==> src/rtl/result_wb_control_pkg.sv <==
// Shared types, line-geometry constants and helpers for the result writeback controller.
package result_wb_control_pkg;

  typedef enum logic [1:0] {
    ST_IDLE  = 2'd0,
    ST_RUN   = 2'd1,
    ST_DRAIN = 2'd2
  } wb_state_e;

  localparam int unsigned DEF_X_PE       = 16;
  localparam int unsigned DEF_DATA_LEN   = 64;
  localparam int unsigned DEF_BUFFER_NUM = 8 * DEF_X_PE / DEF_DATA_LEN;
  localparam int unsigned LINE_W         = DEF_DATA_LEN * DEF_BUFFER_NUM;
  localparam int unsigned LINE_BYTES     = LINE_W / 8;

  // Ceiling log2; clogb2(1) = 0.
  function automatic int unsigned clogb2(input int unsigned value);
    int unsigned r;
    r = 0;
    for (int unsigned i = 0; i < 32; i++) begin
      if ((64'd1 << i) < 64'(value)) r = i + 1;
    end
    return r;
  endfunction

endpackage

==> src/rtl/wb_skid_fifo.sv <==
// Small synchronous first-word-fall-through FIFO that absorbs buffer read latency.
module wb_skid_fifo
  import result_wb_control_pkg::*;
#(
  parameter int unsigned WIDTH = 128,
  parameter int unsigned DEPTH = 4,
  localparam int unsigned CNT_W = clogb2(DEPTH + 1),
  localparam int unsigned PTR_W = (DEPTH > 1) ? clogb2(DEPTH) : 1
) (
  input  logic             clk,
  input  logic             rst_n,
  input  logic             push_i,
  input  logic [WIDTH-1:0] data_i,
  input  logic             pop_i,
  output logic [WIDTH-1:0] data_o,
  output logic             empty_o,
  output logic [CNT_W-1:0] count_o
);

  logic [WIDTH-1:0] mem_q [DEPTH];
  logic [PTR_W-1:0] wr_ptr_q, wr_ptr_d;
  logic [PTR_W-1:0] rd_ptr_q, rd_ptr_d;
  logic [CNT_W-1:0] cnt_q, cnt_d;
  logic             do_push, do_pop;

  // Push/pop qualification, pointer wrap and occupancy update.
  always_comb begin
    do_pop   = pop_i && (cnt_q != '0);
    do_push  = push_i && ((cnt_q != CNT_W'(DEPTH)) || do_pop);
    wr_ptr_d = wr_ptr_q;
    rd_ptr_d = rd_ptr_q;
    cnt_d    = cnt_q;
    if (do_push) wr_ptr_d = (wr_ptr_q == PTR_W'(DEPTH - 1)) ? '0 : wr_ptr_q + PTR_W'(1);
    if (do_pop)  rd_ptr_d = (rd_ptr_q == PTR_W'(DEPTH - 1)) ? '0 : rd_ptr_q + PTR_W'(1);
    if (do_push && !do_pop)      cnt_d = cnt_q + CNT_W'(1);
    else if (do_pop && !do_push) cnt_d = cnt_q - CNT_W'(1);
  end

  // Pointer and occupancy registers.
  always_ff @(posedge clk or negedge rst_n) begin
    if (!rst_n) begin
      wr_ptr_q <= '0;
      rd_ptr_q <= '0;
      cnt_q    <= '0;
    end else begin
      wr_ptr_q <= wr_ptr_d;
      rd_ptr_q <= rd_ptr_d;
      cnt_q    <= cnt_d;
    end
  end

  // Storage array; contents are only meaningful below the count.
  always_ff @(posedge clk) begin
    if (do_push) mem_q[wr_ptr_q] <= data_i;
  end

  assign data_o  = mem_q[rd_ptr_q];
  assign empty_o = (cnt_q == '0);
  assign count_o = cnt_q;

endmodule

==> src/rtl/result_wb_control.sv <==
// Output-buffer writeback controller: one DDR write command per job, then
// line_num buffer reads streamed in order into the DDR write FIFO via a skid FIFO.
module result_wb_control
  import result_wb_control_pkg::*;
#(
  parameter int unsigned X_PE         = DEF_X_PE,
  parameter int unsigned DDR_ADDR_LEN = 32,
  parameter int unsigned ADDR_LEN     = 16,
  parameter int unsigned DATA_LEN     = DEF_DATA_LEN,
  parameter int unsigned BUFFER_NUM   = 8 * X_PE / DATA_LEN,
  parameter int unsigned SINGLE_LEN   = 24,
  parameter int unsigned RD_LAT       = 1,
  parameter int unsigned SKID_DEPTH   = 4
) (
  input  logic                           clk,
  input  logic                           rst_n,
  input  logic                           conf,
  input  logic [SINGLE_LEN-1:0]          line_num,
  input  logic [DDR_ADDR_LEN-1:0]        ddr_st_addr,
  input  logic [ADDR_LEN-1:0]            ob_st_addr,
  output logic [DDR_ADDR_LEN-1:0]        ddr_st_addr_out,
  output logic [SINGLE_LEN-1:0]          ddr_len,
  output logic                           ddr_conf,
  output logic [ADDR_LEN-1:0]            ob_addr,
  output logic                           ob_rd_en,
  input  logic [DATA_LEN*BUFFER_NUM-1:0] ob_data,
  input  logic                           ddr_fifo_full,
  output logic                           ddr_fifo_wr,
  output logic [DATA_LEN*BUFFER_NUM-1:0] ddr_fifo_data,
  output logic                           idle,
  output logic                           done
);

  localparam int unsigned LW    = DATA_LEN * BUFFER_NUM;
  localparam int unsigned CNT_W = clogb2(SKID_DEPTH + 1);
  localparam int unsigned OCC_W = clogb2(SKID_DEPTH + RD_LAT + 1);
  localparam logic [SINGLE_LEN-1:0] BYTES_PER_LINE = SINGLE_LEN'(LW / 8);

  wb_state_e               state_q, state_d;
  logic [SINGLE_LEN-1:0]   len_q, len_d;
  logic [SINGLE_LEN-1:0]   rd_cnt_q, rd_cnt_d;
  logic [SINGLE_LEN-1:0]   wr_cnt_q, wr_cnt_d;
  logic [SINGLE_LEN-1:0]   ddr_len_q, ddr_len_d;
  logic [ADDR_LEN-1:0]     base_q, base_d;
  logic [DDR_ADDR_LEN-1:0] daddr_q, daddr_d;
  logic                    ddr_conf_q, ddr_conf_d;
  logic                    done_q, done_d;
  logic [RD_LAT-1:0]       vld_q, vld_d;

  logic                    rd_en, wr_en;
  logic                    skid_empty;
  logic [CNT_W-1:0]        skid_cnt;
  logic [OCC_W-1:0]        occ;
  logic [LW-1:0]           skid_head;

  wb_skid_fifo #(
    .WIDTH (LW),
    .DEPTH (SKID_DEPTH)
  ) u_skid (
    .clk     (clk),
    .rst_n   (rst_n),
    .push_i  (vld_q[RD_LAT-1]),
    .data_i  (ob_data),
    .pop_i   (wr_en),
    .data_o  (skid_head),
    .empty_o (skid_empty),
    .count_o (skid_cnt)
  );

  // Lines already buffered plus reads still in flight; reads are only issued
  // while this stays below the skid depth, so returning data always has room.
  always_comb begin
    occ = OCC_W'(skid_cnt);
    for (int unsigned i = 0; i < RD_LAT; i++) occ = occ + OCC_W'(vld_q[i]);
  end

  // Next-state logic for the IDLE/RUN/DRAIN sequencer, counters and strobes.
  always_comb begin
    state_d    = state_q;
    len_d      = len_q;
    base_d     = base_q;
    daddr_d    = daddr_q;
    ddr_len_d  = ddr_len_q;
    rd_cnt_d   = rd_cnt_q;
    ddr_conf_d = 1'b0;
    done_d     = 1'b0;
    rd_en      = 1'b0;
    wr_en      = !skid_empty && !ddr_fifo_full;
    wr_cnt_d   = wr_en ? wr_cnt_q + SINGLE_LEN'(1) : wr_cnt_q;
    unique case (state_q)
      ST_IDLE: begin
        if (conf) begin
          if (line_num != '0) begin
            state_d    = ST_RUN;
            len_d      = line_num;
            base_d     = ob_st_addr;
            daddr_d    = ddr_st_addr;
            ddr_len_d  = line_num * BYTES_PER_LINE;
            rd_cnt_d   = '0;
            wr_cnt_d   = '0;
            ddr_conf_d = 1'b1;
          end else begin
            done_d = 1'b1;
          end
        end
      end
      ST_RUN: begin
        if ((rd_cnt_q < len_q) && (occ < OCC_W'(SKID_DEPTH))) begin
          rd_en    = 1'b1;
          rd_cnt_d = rd_cnt_q + SINGLE_LEN'(1);
          if (rd_cnt_d == len_q) state_d = ST_DRAIN;
        end
      end
      ST_DRAIN: begin
        if (wr_cnt_d == len_q) begin
          state_d = ST_IDLE;
          done_d  = 1'b1;
        end
      end
      default: state_d = ST_IDLE;
    endcase
    vld_d[0] = rd_en;
    for (int unsigned i = 1; i < RD_LAT; i++) vld_d[i] = vld_q[i-1];
  end

  // State, counter and in-flight pipe registers.
  always_ff @(posedge clk or negedge rst_n) begin
    if (!rst_n) begin
      state_q    <= ST_IDLE;
      len_q      <= '0;
      base_q     <= '0;
      daddr_q    <= '0;
      ddr_len_q  <= '0;
      rd_cnt_q   <= '0;
      wr_cnt_q   <= '0;
      ddr_conf_q <= 1'b0;
      done_q     <= 1'b0;
      vld_q      <= '0;
    end else begin
      state_q    <= state_d;
      len_q      <= len_d;
      base_q     <= base_d;
      daddr_q    <= daddr_d;
      ddr_len_q  <= ddr_len_d;
      rd_cnt_q   <= rd_cnt_d;
      wr_cnt_q   <= wr_cnt_d;
      ddr_conf_q <= ddr_conf_d;
      done_q     <= done_d;
      vld_q      <= vld_d;
    end
  end

  assign ob_addr         = base_q + rd_cnt_q[ADDR_LEN-1:0];
  assign ob_rd_en        = rd_en;
  assign ddr_fifo_wr     = wr_en;
  assign ddr_fifo_data   = skid_empty ? '0 : skid_head;
  assign ddr_st_addr_out = daddr_q;
  assign ddr_len         = ddr_len_q;
  assign ddr_conf        = ddr_conf_q;
  assign done            = done_q;
  assign idle            = (state_q == ST_IDLE);

endmodule
==> config.mk <==
export PLATFORM = sky130hd
export DESIGN_NAME = result_wb_control
export DESIGN_NICKNAME = d
export VERILOG_FILES = /design/src/rtl/result_wb_control_pkg.sv /design/src/rtl/wb_skid_fifo.sv /design/src/rtl/result_wb_control.sv
export SDC_FILE = /design/constraint.sdc
export NUM_CORES = 1
export LEC_CHECK = 0
export CORE_MARGIN = 4
export CORE_UTILIZATION = 55
export CTS_BUF_LIST = sky130_fd_sc_hd__clkbuf_8
export CTS_CLUSTER_DIAMETER = 120
export DETAILED_ROUTE_END_ITERATION = 8
export MAX_ROUTING_LAYER = met4
export PLACE_DENSITY_LB_ADDON = 0.05
export SLEW_MARGIN = 40
export SYNTH_ARGS = -nofsm -noshare
export SYNTH_HDL_FRONTEND = slang
export SYNTH_HIERARCHICAL = 1
export SYNTH_SLANG_ARGS = --single-unit
==> constraint.sdc <==
create_clock -name clk -period 5.5 [get_ports clk]
set_input_delay 0.825 -clock clk [delete_from_list [all_inputs] [get_ports clk]]
set_output_delay 0.825 -clock clk [all_outputs]
set_load 0.02 [all_outputs]
; ---- Yosys cells after proc, flatten, opt, wreduce, memory -nomap -nowiden
; Memories as Yosys holds them, arrays and structs flattened.
; Index checks and enable logic that the tools add are counted.
; Widths: inputs -> output; s select.
[op_classes]
addsub = 8
order_cmp = 2
eq_ne = 12
n_mux = 30
n_reduce_logical = 20
[op_table]
columns = cell, count
row1 = $mux 24, 7
row2 = $mux 128, 1
row3 = $add 24x1->24 const B, 2
row4 = $eq 24x24->1, 2
row5 = $pmux 24 s2, 1
row6 = $lt 24x24->1, 1
row7 = $reduce_bool 24->1, 1
row8 = $add 16x16->16, 1
row9 = $mux 2, 7
row10 = $mux 1, 10
row11 = $ne 2x2->1 const B, 4
row12 = $eq 2x2->1 const B, 3
row13 = $logic_and 1x1->1, 6
row14 = $mux 3, 2
row15 = $pmux 2 s3, 1
row16 = $reduce_and 5->1, 1
row17 = $add 2x1->2 const B, 2
row18 = $logic_not 1->1, 4
row19 = $reduce_and 4->1, 1
row20 = $reduce_bool 2->1, 2
row21 = $add 3x1->3, 1
row22 = $add 3x1->3 const B, 1
row23 = $logic_not 3->1, 1
row24 = $lt 3x3->1 const B, 1
row25 = 9 further kinds, 9
[totals]
ff_bits = 152
ramBits = 512
inputBits = 204
out_inout_bits = 205
memories = 1
[mem_list]
columns = memory, depth, width, read_ports, rd_ports_with_merged_regs, write_ports, line
row1 = u_skid.mem_q, 4, 128, 1, 0, 1, wb_skid_fifo.sv:20  ; logic [WIDTH-1:0] mem_q [DEPTH];

; ---- Logic depth before layout (Yosys ltp)
; Gate-level depths: netlist of the first run.
[logic_depth]
word_depth = 10
depth_mapped = 11
ltp_nobuf = 11

; ---- Hierarchy
; The synthesis of the first run kept the hierarchy.
[modules_own_cells]
columns = module, instances, cells_per_inst, area_each_um2, seq_area_each_um2
row1 = wb_skid_fifo, 1, 705, 18899.4, 15549.9
row2 = result_wb_control, 1, 1102, 8912.3, 3128.0

; ---- Worst setup path after synthesis of the first run
; Ideal clock, no wire load.
[synth_timing]
path_type = input-to-reg
from = in ddr_fifo_full
to = mem u_skid.mem_q[0][0], enable pin
setup_ns = 0.502
t_arrival_ns = 4.630
slack_ns = 0.368
path_stages = 3
n_path_buf = 0
cell_sequence = nor2_1 o41a_1 and2_1
[synth_between]
elab_chain_len = 7
[synth_rtl]
columns = element, line
row1 = from (decl), result_wb_control.sv:27  ; input logic ddr_fifo_full,
row2 = $logic_not 1->1, result_wb_control.sv:88  ; wr_en = !skid_empty && !ddr_fifo_full;
row3 = $logic_and 1x1->1, result_wb_control.sv:88
row4 = $logic_and 1x1->1, wb_skid_fifo.sv:28  ; do_pop = pop_i && (cnt_q != '0);
row5 = $logic_or 1x1->1, wb_skid_fifo.sv:29  ; do_push = push_i && ((cnt_q != CNT_W'(DEPTH)) || do_pop);
row6 = $logic_and 1x1->1, wb_skid_fifo.sv:29
row7 = net u_skid.do_push, wb_skid_fifo.sv:24  ; logic do_push, do_pop;
row8 = $mux 1, wb_skid_fifo.sv:54  ; if (do_push) mem_q[wr_ptr_q] <= data_i;
row9 = $mux 1 (not written as such), wb_skid_fifo.sv:54
row10 = to (decl), wb_skid_fifo.sv:20
; The timed path passes the listed nets, and every way through them passes these cells.

; ---- Final worst setup path of the first run
[layout_timing]
from = reg rd_cnt_q[0]
to = out ob_addr[14]
[layout_between]
elab_chain_len = 1
[layout_rtl]
columns = element, line
row1 = from (decl), result_wb_control.sv:41  ; logic [SINGLE_LEN-1:0] rd_cnt_q, rd_cnt_d;
row2 = from (signal assigned), result_wb_control.sv:145  ; rd_cnt_q <= rd_cnt_d;
row3 = $add 16x16->16, result_wb_control.sv:153  ; assign ob_addr = base_q + rd_cnt_q[ADDR_LEN-1:0];
row4 = to (decl), result_wb_control.sv:24  ; output logic [ADDR_LEN-1:0] ob_addr,
; No other way between the ends.

==> out/qor.csv, run 1 <==
stage;metric;value;unit
grt;antenna violations before repair;16;
setup_path;worst path cell trace;ha_1 > inv_1 > fa_1 > nor2b_1 > o21a_1 > o21ai_0 > a211o_1 > o211ai_1 > a31o_2 > a21oi_1 > xnor2_1 > clkdlybuf4s50_1;
synthesis;Seq/Total Area, Yosys;67.2;%
die;row count;82;
setup_path;CP max FO;7;
power;internal power;0.0122;W
die;Starting Density;55.5;%
synthesis;Post-synth EDFFs;512;
hold_path;Hold WC Path Type;in2async;
synthesis;Yosys warnings;6;
die;Die Width;233;um
power;Leakage Power;12.4;nW
power;net switching power;0.00688;W
synthesis;Post-Syn Instances;1807;
setup_path;crit path DAT;3790;ps
die;io pins;409;
power;Sw Ratio;36.1;%
clocking;H-tree depth;3;
power;combinational share of power;42.9;%
routing;drt drc;0;
clocking;Skew-Pair Late Insertion Delay;700;ps
clocking;worst-case clock buffer depth;3;
grt;largest net degree at the start of global routing;132;
power;Clk pwr share;19.8;%
clocking;clock sink count;644;
synthesis;fraction of registers with async set/reset;20.5;%
synthesis;post-synthesis cell type count;67;
timing;setup repair after global routing missed its margin;false;
synthesis;mean post-synth cell area;15.4;um^2
clocking;CTS Buf Count;104;
routing;Initial DRC Count;1284;
cells_and_area;filler instances;3542;
clocking;CTS root buffer;clkbuf_8;
routing;wirelength, routed;67500;um
timing;Tightest Pin Transition;834;ps
routing;Pre-Repair DR Iteration Count;5;
setup_path;Startpoint Class;register;
cells_and_area;Area Overhead vs Synth;23.7;%
placement;PortBufs;404;
timing;Final Skew;25.8;ps
grt;first-pass GRT wire length;102000;um
power;Pwr Density;554;nW/um^2
placement;Final HPWL DP;45300;um
die;Die H;233;um
clocking;Post-CTS Hold Buffers;0;
power;register share of total power;37.3;%
setup_path;Worst EP required;4680;ps
setup_path;CP endpoint kind;output pin;
cells_and_area;area taken by multi-input logic gates;8390;um^2
routing;antenna viol nets, final;0;
clocking;Post-CTS Resized;0;
power;worst vdd ir;0.392;mV
timing;final hold violation count;0;
synthesis;FF+latch count, synth;644;
grt;GR Overflow Total;0;
setup_path;reg2reg setup slack;1900;ps
cells_and_area;post-layout util;68.7;%
die;core area;50100;um^2
timing;Final setup viols;0;
synthesis;synthesized area;27800;um^2
placement;RePlAce Congestion;0.963;
routing;via/cell ratio;5.53;
timing;fin crit period;4620;ps
die;Die ar.;54200;um^2
timing;worst hold slack;56.4;ps
setup_path;Crit Path Category;reg2out;
routing;WL/cell;22.4;um
timing;Final Max Tran Viols;0;
grt;vias in the first global route;17100;
synthesis;top_reg_cell synth;edfxtp_1;
grt;gr usage total;25.7;%
clocking;Clock transition at path regs;60;ps
clocking;TritonCTS clock tree;yes;
cells_and_area;layout cell share with drive strength beyond 1;13.3;%
routing;DR vias;16700;
setup_path;slowest cell on the critical path;clkdlybuf4s50_1;
status;status;finished, final reports clean;
flow_run;MaxCap Viol Count;0;
timing;Max transition margin;44.2;%
cells_and_area;Seq. cell area;18700;um^2
setup_path;Crit path largest cell delay;640;ps
timing;Fin Setup TNS;0;ps
timing;f_max;216;MHz
timing;Tcrit/Tclk final;84.0;%
cells_and_area;final net count;2489;
clocking;setup bufs post-CTS;0;
-- worst max-delay path: cells and delay by family (launching register included) --
family,cells,cell delay (ps)
AOI/OAI and AO/OA,6,1130
buffers and inverters,2,690
DFF,1,440
xor gates and xnor gates,1,140
adders and majority gates,2,590
and+or+nand+nor,1,130
-- flip-flops by register name, indices dropped and copies added (netlist names) --
| name | cells |
|---|---|
| wr_cnt_q | 24 |
| u_skid/count_o | 3 |
| done | 1 |
| u_skid/mem_q | 512 |
| ddr_conf | 1 |
| ddr_st_addr_out | 32 |
| u_skid/wr_ptr_q | 2 |
| base_q | 16 |
| u_skid/rd_ptr_q | 2 |
| len_q | 24 |
| state_q | 2 |
| vld_q | 1 |
| rd_cnt_q | 24 |
-- final timing paths --
kind                                                 from                              end  depth (start not counted)
min in group clk           ddr_st_addr_out[8]$_DFFE_PN0P_   ddr_st_addr_out[8]$_DFFE_PN0P_                          2
hold reg to reg            ddr_st_addr_out[8]$_DFFE_PN0P_   ddr_st_addr_out[8]$_DFFE_PN0P_                          2
setup / recovery                  rd_cnt_q[0]$_DFFE_PN0P_                      ob_addr[14]                         12
hold / removal                                      rst_n            len_q[21]$_DFFE_PN0P_                          1
max in group asynchronous                           rst_n  ddr_st_addr_out[12]$_DFFE_PN0P_                          3
setup reg to reg            u_skid/count_o[0]$_DFFE_PN0P_                   done$_DFF_PN0_                          9
-- area by class of cell --
cell class              instances  share of cell area [%]
inverters                      42                   0.462
multi-input cells            1013                    24.4
well taps                     672                    2.44
flip-flops and latches        644                    54.3
diodes                         16                   0.116
repair buffers                431                    12.7
clock inverters                80                    1.12
clock buffers                 111                    4.44
-- metal layers --
metal  part of all wire (%)  vias to the layer above  global-route usage, %  wire [um]
li1                       -                     7663                      -          -
met1                     39                     8313                   31.5      26200
met2                     50                      563                   40.8      33700
met3                    8.7                      111                   8.77       5890
met4                    2.6                        0                   8.03       1760
met5                      0                        -                      -          0
-- power by group through the flow --
stage               Combinational [W]  Sequential (W)  Clock [W]
finish                        0.00817         0.00711    0.00376
global route                  0.00874         0.00722    0.00410
CTS                           0.00829         0.00712    0.00387
detailed placement            0.00824         0.00721          0
global placement              0.00816         0.00719          0
floorplan                     0.00497         0.00705          0
-- cells by family after synthesis --
group,synth area share (%)
compound gates,3.58
xor+xnor,3.15
fa+ha+maj,2.26
buf+inv,2.86
flops,67.2
mux,10.8
other cells,0.0135
simple gates,10.2
-- cells in the mapped netlist (23+ instances only) --
master / n / share of area (%)
mux4_2: 128 / 10
nor2_1: 76 / 1.0
nor3_1: 23 / 0.41
inv_1: 42 / 0.57
o21ai_0: 77 / 1.4
xor2_1: 28 / 0.88
a21oi_1: 25 / 0.45
clkbuf_1: 46 / 0.62
nand2_1: 205 / 2.8
xnor2_1: 67 / 2.1
buf_4: 27 / 0.73
ha_1: 47 / 2.1
nand4_1: 29 / 0.65
edfxtp_1: 512 / 55
nand3_1: 28 / 0.50
dfrtp_1: 132 / 12
nor2b_1: 134 / 3.0
-- layout by cell type (no fill, tap or decap), types with 67 or more instances in the layout --
| master | netlist | final |
|---|---|---|
| clkdlybuf4s50_1 | 0 | 403 |
| nor2b_1 | 134 | 134 |
| xnor2_1 | 67 | 67 |
| inv_1 | 42 | 81 |
| nor2_1 | 76 | 76 |
| clkbuf_8 | 0 | 111 |
| dfrtp_1 | 132 | 130 |
| edfxtp_1 | 512 | 512 |
| nand2_1 | 205 | 205 |
| o21ai_0 | 77 | 77 |
| mux4_2 | 128 | 128 |
-- stage by stage --
step                      setup WS (ps)  power, W  instance area (um^2)  std cells
final                               880    0.0190                 34400       3009
after global routing                574    0.0201                 34400       3009
after CTS                           829    0.0193                 34300       2992
after global placement             1160    0.0154                 32400       2800
after detailed placement           1200    0.0155                 32400       2801
after floorplan                     368    0.0120                 27800       1810
Power figures use the tool's default switching activity.
==> run 2, diff against run 1 <==
Settings changed: CORE_UTILIZATION 55 to 51.
Clock period 5.5 ns to 4.1 ns, I/O delays scaled along.
==> out/qor.csv, run 2 (synthesis gave the netlist of run 1 again) <==
stage;metric;value;unit;change
clocking;H-tree depth;3;;unchanged
hold_path;Hold WC Path Type;in2reg;;
setup_path;slowest cell on the critical path;clkdlybuf4s50_1;;
timing;Max transition margin;43.8;%;-0.47 points
setup_path;worst path cell trace;buf_4 > ha_1 > o21ai_0 > a21oi_1 > o31ai_1 > a211oi_1 > o31ai_1 > nand3_1 > inv_1 > clkdlybuf4s50_1;;
routing;WL/cell;22.3;um;-0.55%
flow_run;MaxCap Viol Count;0;;unchanged
setup_path;CP endpoint kind;output pin;;
placement;pre-CTS setup slack;301;ps;-902 ps
setup_path;Crit path largest cell delay;610;ps;-30 ps
clocking;clock sink count;644;;unchanged
cells_and_area;layout cell share with drive strength beyond 1;15.5;%;+2.2 points
grt;gr usage total;24.0;%;-1.7 points
hold_path;Hold Path Depth;3;;
grt;GR Overflow Total;0;;unchanged
power;Pwr Density;746;nW/um^2;+35%
timing;final hold violation count;0;;unchanged
routing;antenna viol nets, final;0;;unchanged
hold_path;worst hold endpoint;ddr_st_addr_out[29]$_DFFE_PN0P_;;
clocking;Clock transition at path regs;60;ps;about the same
cells_and_area;area taken by multi-input logic gates;8380;um^2;about the same
grt;GR Layer Usage met1;31.0;%;-0.52 points
setup_path;Crit Path Category;reg2out;;
placement;Final HPWL DP;45600;um;+0.85%
routing;drt drc;0;;unchanged
die;Starting Density;51.6;%;-4.0 points
clocking;worst-case clock buffer depth;3;;unchanged
timing;Tcrit/Tclk final;97.6;%;
cells_and_area;filler instances;4080;;+15%
timing;Tightest Pin Transition;843;ps;+8.64 ps
cells_and_area;commonest non-fill, non-tap cells in the layout;edfxtp_1 (512), clkdlybuf4s50_1 (398), nand2_1 (204), nor2b_1 (134), mux4_2 (128);;
power;worst vdd ir;0.505;mV;+29%
cells_and_area;Area Overhead vs Synth;25.4;%;
grt;GRT Max-Usage Layer;met2;;
cells_and_area;max reg flops;512;;unchanged
die;io pins;409;;unchanged
die;core area;53900;um^2;+7.7%
setup_path;FF-to-FF Start;wr_cnt_q[11]$_DFF_PN0_;;
die;row count;85;;+3.7%
die;Die H;242;um;+3.7%
timing;Final Max Tran Viols;0;;unchanged
die;Die Width;242;um;+3.7%
timing;fin crit period;4000;ps;
setup_path;RR Endpoint;done$_DFF_PN0_;;
timing;worst hold slack;457;ps;+401 ps
grt;GR met3 Demand/Resource;6.87;%;-1.9 points
timing;Final Skew;14.8;ps;-11.0 ps
clocking;CTS Buf Count;106;;+1.9%
timing;Final setup viols;0;;unchanged
routing;wirelength, routed;68400;um;+1.3%
routing;Pre-Repair DR Iteration Count;5;;unchanged
hold_path;hold path start;ddr_st_addr[29];;
placement;PortBufs;404;;unchanged
clocking;CTS root buffer;clkbuf_8;;
cells_and_area;Most flops, register;u_skid/mem_q;;
clocking;TritonCTS clock tree;yes;;
timing;f_max;250;MHz;
die;Die ar.;58300;um^2;+7.6%
routing;Initial DRC Count;1050;;-18%
setup_path;Startpoint Class;register;;
cells_and_area;post-layout util;64.7;%;-4.0 points
setup_path;CP max FO;10;;+3
cells_and_area;Seq. cell area;18700;um^2;about the same
setup_path;reg2reg setup slack;750;ps;-1150 ps
power;Total Power;0.0260;W;+37%
routing;via/cell ratio;5.47;;-1.2%
setup_path;Worst EP required;3480;ps;-1200 ps
grt;Global Route met2 Usage;37.8;%;-3.0 points
clocking;Skew-Pair Late Insertion Delay;690;ps;about the same
cells_and_area;final net count;2526;;+1.5%
grt;antenna violations before repair;14;;-2
grt;largest net degree at the start of global routing;95;;-28%
power;Leakage Power;12.6;nW;+2.0%
status;status;finished, final reports clean;;
placement;RePlAce Congestion;0.912;;-5.3%
setup_path;crit path DAT;3390;ps;-400 ps
cells_and_area;commonest non-fill, non-tap cell in the layout;edfxtp_1;;
routing;DR vias;16800;;+0.64%
grt;first-pass GRT wire length;105000;um;+3.0%
grt;vias in the first global route;17500;;+2.0%
setup_path;R2R depth;8;;-1
setup_path;Top cell by count, worst path;o31ai_1;;
timing;setup slack after layout;98.7;ps;-782 ps
-- run 2: through the flow --
stage	cell area, um^2	cells	setup TNS (ps)
2_1_floorplan	27800	1810	0
3_3_place_gp	32700	2856	0
3_5_place_dp	32800	2857	0
4_1_cts	34800	3049	-6.65
5_1_grt	34900	3065	-38.6
6_report	34900	3065	0
-- run 2: power by group --
group	internal, W	total, W	leakage [nW]	switching (W)
clock	0.00283	0.00529	1.19	0.00247
sequential	0.00862	0.00939	6.35	0.000768
combinational	0.00529	0.0113	5.10	0.00605
-- run 2: worst max path at each step --
stage	startpoint	end	slack (ps)
after floorplan	ddr_fifo_full	u_skid/mem_q[0][0]$_DFFE_PP_	600
after global placement	ddr_fifo_full	done$_DFF_PN0_	320
after detailed placement	ddr_fifo_full	done$_DFF_PN0_	300
after CTS	rd_cnt_q[1]$_DFFE_PN0P_	ob_addr[15]	-7
after global routing	rd_cnt_q[2]$_DFFE_PN0P_	ob_rd_en	-40
final	rd_cnt_q[2]$_DFFE_PN0P_	ob_rd_en	100
-- run 2: timing repair --
item                                   in CTS  in global routing
hold buffers                                1                  0
gates resized for setup                     7                 13
setup endpoints to repair                   5                  5
setup buffers                               0                  3
pin swaps                                   0                  3
endpoints found under the hold margin      92                  0
-- run 2: worst max-delay path, delay by kind of cell (launching register included) --
family	cells	cell delay, ps
compound gates	5	1010
buf+inv	3	900
flops	1	390
fa+ha+maj	1	260
simple gates	1	150
-- run 2: metal layers --
layer / vias to the layer above / routed length [um]
met1: 8416 / 28600
met2: 508 / 33300
li1: 7741 / -
met4: 0 / 1350
met5: - / 0
met3: 91 / 5210
-- run 2: final cells by class --
type / count / area share (%)
diodes: 13 / 0.0932
repair buffers: 466 / 13.5
well taps: 696 / 2.50
flip-flops and latches: 644 / 53.6
clock inverters: 69 / 1.00
inverters: 42 / 0.455
multi-input cells: 1013 / 24.0
clock buffers: 122 / 4.81
